## src/rtl/execute_stage.sv

```systemverilog
// LC-3 Execute stage: ALU, address adder, NZP mask and pipeline register to MemAccess/Writeback.
// Optional operand forwarding is compiled in with EXECUTE_BYPASS_EN.
module execute_stage (
  input  logic        clock,
  input  logic        reset,
  input  logic        enable_execute,
  input  logic [5:0]  E_Control,
  input  logic [15:0] IR,
  input  logic [15:0] npc_in,
  input  logic [1:0]  W_Control_in,
  input  logic        Mem_Control_in,
  input  logic [15:0] VSR1,
  input  logic [15:0] VSR2,
`ifdef EXECUTE_BYPASS_EN
  input  logic        bypass_alu_1,
  input  logic        bypass_alu_2,
  input  logic        bypass_mem_1,
  input  logic        bypass_mem_2,
  input  logic [15:0] Mem_Bypass_Val,
`endif
  output logic [2:0]  sr1,
  output logic [2:0]  sr2,
  output logic [15:0] aluout,
  output logic [15:0] pcout,
  output logic [2:0]  dr,
  output logic [15:0] M_Data,
  output logic [2:0]  NZP,
  output logic [1:0]  W_Control_out,
  output logic        Mem_Control_out
);

  logic [15:0] r_aluout;
  logic [15:0] r_pcout;
  logic [2:0]  r_dr;
  logic [15:0] r_m_data;
  logic [2:0]  r_nzp;
  logic [1:0]  r_w_control;
  logic        r_mem_control;

  logic [1:0]  w_alu_control;
  logic [1:0]  w_pcselect1;
  logic        w_pcselect2;
  logic        w_op2select;
  logic [15:0] w_vsr1;
  logic [15:0] w_vsr2;
  logic [15:0] w_imm5;
  logic [15:0] w_off6;
  logic [15:0] w_off9;
  logic [15:0] w_off11;
  logic [15:0] w_op_b;
  logic [15:0] w_alu;
  logic [15:0] w_addend1;
  logic [15:0] w_addend2;
  logic [15:0] w_addr;
  logic [15:0] w_aluout_next;
  logic [2:0]  w_nzp_next;

  assign {w_alu_control, w_pcselect1, w_pcselect2, w_op2select} = E_Control;

  assign sr1 = IR[8:6];
  assign sr2 = (IR[13:12] == 2'b11) ? IR[11:9] : IR[2:0];

`ifdef EXECUTE_BYPASS_EN
  // ALU forwarding is the younger result, so it takes priority over MEM forwarding.
  assign w_vsr1 = bypass_alu_1 ? r_aluout : (bypass_mem_1 ? Mem_Bypass_Val : VSR1);
  assign w_vsr2 = bypass_alu_2 ? r_aluout : (bypass_mem_2 ? Mem_Bypass_Val : VSR2);
`else
  assign w_vsr1 = VSR1;
  assign w_vsr2 = VSR2;
`endif

  assign w_imm5  = {{11{IR[4]}}, IR[4:0]};
  assign w_off6  = {{10{IR[5]}}, IR[5:0]};
  assign w_off9  = {{7{IR[8]}},  IR[8:0]};
  assign w_off11 = {{5{IR[10]}}, IR[10:0]};

  assign w_op_b = w_op2select ? w_vsr2 : w_imm5;

  always_comb begin
    w_alu = 16'h0000;
    case (w_alu_control)
      2'd0:    w_alu = w_vsr1 + w_op_b;
      2'd1:    w_alu = w_vsr1 & w_op_b;
      2'd2:    w_alu = ~w_vsr1;
      default: w_alu = 16'h0000;
    endcase
  end

  always_comb begin
    w_addend1 = 16'h0000;
    case (w_pcselect1)
      2'd0:    w_addend1 = w_off11;
      2'd1:    w_addend1 = w_off9;
      2'd2:    w_addend1 = w_off6;
      default: w_addend1 = 16'h0000;
    endcase
  end

  assign w_addend2 = w_pcselect2 ? npc_in : w_vsr1;
  assign w_addr    = w_addend1 + w_addend2;

  // Loads and stores expose their effective address on aluout for MemAccess.
  assign w_aluout_next = (IR[13:12] == 2'b01) ? w_alu : w_addr;

  always_comb begin
    w_nzp_next = 3'b000;
    case (IR[15:12])
      4'b0000: w_nzp_next = IR[11:9];
      4'b1100: w_nzp_next = 3'b111;
      default: w_nzp_next = 3'b000;
    endcase
  end

  always_ff @(posedge clock) begin
    if (!reset) begin
      r_aluout      <= 16'h0000;
      r_pcout       <= 16'h0000;
      r_dr          <= 3'b000;
      r_m_data      <= 16'h0000;
      r_nzp         <= 3'b000;
      r_w_control   <= 2'b00;
      r_mem_control <= 1'b0;
    end else if (enable_execute) begin
      r_aluout      <= w_aluout_next;
      r_pcout       <= w_addr;
      r_dr          <= IR[11:9];
      r_m_data      <= w_vsr2;
      r_nzp         <= w_nzp_next;
      r_w_control   <= W_Control_in;
      r_mem_control <= Mem_Control_in;
    end
  end

  assign aluout          = r_aluout;
  assign pcout           = r_pcout;
  assign dr              = r_dr;
  assign M_Data          = r_m_data;
  assign NZP             = r_nzp;
  assign W_Control_out   = r_w_control;
  assign Mem_Control_out = r_mem_control;

endmodule

```

## config.mk

```make
export PLATFORM = sky130hd
export DESIGN_NAME = execute_stage
export DESIGN_NICKNAME = d
export VERILOG_FILES = /design/src/rtl/execute_stage.sv
export SDC_FILE = /design/constraint.sdc
export NUM_CORES = 1
export LEC_CHECK = 0
export ABC_AREA = 1
export CAP_MARGIN = 25
export CELL_PAD_IN_SITES_DETAIL_PLACEMENT = 1
export CELL_PAD_IN_SITES_GLOBAL_PLACEMENT = 2
export CORE_ASPECT_RATIO = 0.5
export CORE_MARGIN = 4
export CORE_UTILIZATION = 26
export DETAILED_ROUTE_END_ITERATION = 10
export HOLD_SLACK_MARGIN = 0.12
export PLACE_DENSITY = 0.82
export SLEW_MARGIN = 10
export SYNTH_ARGS = -nofsm -noshare
export SYNTH_HDL_FRONTEND = slang
export SYNTH_SLANG_ARGS = --single-unit
```

## constraint.sdc

```tcl
create_clock -name clock -period 4.47 [get_ports clock]
set_clock_uncertainty 0.05 [all_clocks]
set_input_delay 0.6705 -clock clock [delete_from_list [all_inputs] [get_ports clock]]
set_output_delay 0.6705 -clock clock [all_outputs]
set_load 0.01 [all_outputs]
```

==> metrics.md <==
| Metric | Value |
|---|---|
| Clk Latency, worst-skew pair | 0.34 ns |
| Hold_buf cts | 0 |
| Register area | 1140 um^2 |
| Clock transition at path regs | 0.06 ns |
| Crit Path Class | input port to flop |
| Share of the core filled with cells | 37.5% |
| Final period utilization | about 76% |
| Starting density of the core | 26.8% |
| Final Wtd Congestion | about 0.88 |
| Max Root-Sink Buffers | 2 |
| Antenna viol nets, final | 0 |
| Nets@finish | 1,013 |
| Max cap viols | 0 |
| Dominant cells by area after synthesis | dfxtp_1 24%, nand2_1 18%, ha_1 8.2% |
| Sequential element share of the synthesized area | about a quarter |
| Syn Area/Cell | between 6 and 7 um^2 |
| First-pass GRT wire length | 30,400 um |
| Die width | about 200 um |
| Final hold violations | 0 |
| Setup crit start kind | input port |
| Core footprint | 17,600 um^2 |
| Commonest cells in the synthesized netlist | 222 x nand2_1, 101 x nor2_1, 96 x inv_1, 65 x o21ai_0, 57 x dfxtp_1 |
| Synthesized cell area | 4710 um^2 |
| Leakage | 3.16 nW |
| GR Overflow Total | 0 |
| Post-cts sizing count | 0 |
| Largest area contributor in the netlist | dfxtp_1 |
| Min-Delay Path Class | flop to flop |
| Total setup buffers inserted after CTS | 0 |
| Vias in the first global route | around 5.5k |
| Residual DRC | 0 |
| WL/cell | around 17 um |
| Pwr dens | just over 300 nW/um^2 |
| WP data required | ~4.7 ns |
| Dpl cells | between 1k and 1.5k |
| Ratio of cells with drive above 1 in the final layout | 6.71% |
| Net Sw Frac | 35.7% |
| Rows | 34 |
| Tot GR Track Use | between 10% and 20% |
| Port bufs | 138 |
| Number of synthesized flops with an enable pin | 0 |
| Diode count | 0 |
| Hold_ws | between 0.4 and 0.5 ns |
| Router iterations before antenna repair | 4 |
| Worst slew pin tran | 0.743 ns |
| Num CTS Buffers | 9 |
| F_max | 0.295 GHz |
| Setup TNS | 0 ns |
| Clock network fraction of total power | 35.3% |
| Internal Pwr Total | 1.31 mW |
| Critical path startpoint | E_Control[1] |
| Combinational share of power | a little over a third |
| Initial DRC Count | 240 |
| Ys flop type | dfxtp_1 |
| Peak supply drop | approximately 0.18 mV |
| Ys async rst share | 0% |
| Fill count | between 2k and 2.5k |
| Initial antenna violation count | 0 |
| H-tree depth | 3 |
| Die Footprint | 20,500 um^2 |
| Clock Sinks | 57 |
| Post-route setup slack | about 1.1 ns |
| Reg2Reg Launch Point | aluout[2]$_SDFFE_PN0P_ |
| Top-level I/O count | roughly 140 |
| CP Capture Type | flop |
| CTS tree | yes |
| Pre-CTS setup slack | about 0.75 ns |
| Area of the multi-input gates | 3050 um^2 |
| Synth unique cells | 36 |
| Syn. warnings | 0 |
| Pins Over Slew Limit | 0 |
| Final setup fails | 0 |
| Routed WL | between 15,000 and 20,000 um |
| Most common cell in the netlist | nand2_1 |
| Largest net degree at the start of global routing | 69 |
| Unrepaired setup endpoints after global routing | no |
| Synth top area share | 24.2% |
| Worst hold start | pcout[0]$_SDFFE_PN0P_ |
| Final min period | 3.39 ns |
| Status | finished, final reports clean |
| Die height | 103 um |
| Synthesis-stage register bit count | 57 |
| Net Sw Power | between 700 and 800 uW |
| Gate Count Post-Synth | 779 |
| Area Overhead vs Synth | 39.9% |
| Vias | approximately 5.4k |
| Clk root buf | clkbuf_16 |
| Power share of the sequential group | 28.3% |
| Rel. slew slack | 50.4% |
| Crit Path Max Fanout | 19 |
| Vias per inst | roughly 4.7 |
| Fin cells | 1,143 |
| Detailed Place HPWL | roughly 16,000 um |
| Post-Synthesis Net Count | around 890 |
| Data arrival, critical path | 3.62 ns |
-- worst max-delay path, stage by stage --
cell             delay [ns]
clkdlybuf4s50_1        0.92
mux2_2                 0.42
ha_1                   0.37
a21oi_1                0.33
o21ai_1                0.15
a21oi_1                0.23
nand2_1                0.08
nand2_1                0.09
nand3_1                0.07
nand2_1                0.10
inv_1                  0.06
a21oi_2                0.12
-- sequential cells by signal, summed over array words and instances, names as in the netlist --
register,flops
W_Control_out,2
M_Data,16
dr,3
NZP,3
aluout,16
pcout,16
Mem_Control_out,1
-- layout by cell type, fill, tap and decap left out, types with 2 or more instances in the layout --
cell / n
nand2_2: 6
clkinvlp_4: 2
nor3_1: 5
fa_1: 2
o21a_1: 2
nand4_1: 6
or2_2: 3
o21ai_1: 6
inv_2: 6
nor2_1: 101
buf_4: 6
ha_1: 31
a21oi_2: 7
dfxtp_1: 57
o22ai_1: 4
o21bai_1: 3
o21ai_0: 65
o211ai_1: 11
a21oi_1: 46
xor2_1: 5
nand3b_1: 5
inv_1: 96
clkinv_4: 2
clkdlybuf4s50_1: 137
clkbuf_16: 9
mux2_2: 13
a31oi_1: 2
nand2_1: 222
nand3_1: 37
-- worst paths after layout --
kind                        endpoint  slack, ns  cells after the start
min            pcout[0]$_SDFFE_PN0P_       0.41                      2
max          aluout[13]$_SDFFE_PN0P_       1.08                     12
max reg2reg   aluout[2]$_SDFFE_PN0P_       3.61                      2
min reg2reg    pcout[0]$_SDFFE_PN0P_       0.41                      2
-- power by group through the flow --
stage,registers [mW],clock network (mW),logic (mW)
finish,0.579,0.720,0.744
global route,0.585,0.764,0.830
CTS,0.579,0.745,0.746
detailed placement,0.589,0,0.741
global placement,0.588,0,0.734
floorplan,0.606,0,0.404
-- per-layer routing --
layer / GRT usage [%] / vias to the layer above / wire length [um]
met5: 0 / - / 0
met4: 3.10 / 0 / 227
met3: 3.43 / 18 / 785
met2: 30.1 / 68 / 8490
met1: 27.4 / 2566 / 10100
li1: - / 2747 / -
-- layout make-up --
class / instances / area share [%]
Multi-Input combinational cell: 590 / 46.3
Timing Repair Buffer: 144 / 21.6
Clock inverter: 6 / 1.02
Inverter: 102 / 5.81
Clock buffer: 10 / 3.62
Tap cell: 234 / 4.44
Sequential cell: 57 / 17.3
-- stage by stage --
step	total power [mW]	instance area [um^2]
6_report	2.04	6600
5_1_grt	2.18	6600
4_1_cts	2.07	6600
3_5_place_dp	1.33	6290
3_3_place_gp	1.32	6290
2_1_floorplan	1.01	4710
-- logic make-up after synthesis --
logic type / count (synthesis) / synth area share [%]
buffers and inverters: 132 / 11.1
AOI/OAI and AO/OA: 150 / 17.8
and+or+nand+nor: 387 / 33.3
xor gates and xnor gates: 7 / 1.46
muxes: 13 / 3.11
DFF: 57 / 24.2
adders and majority gates: 33 / 9.08
Power figures use the tool's default switching activity.
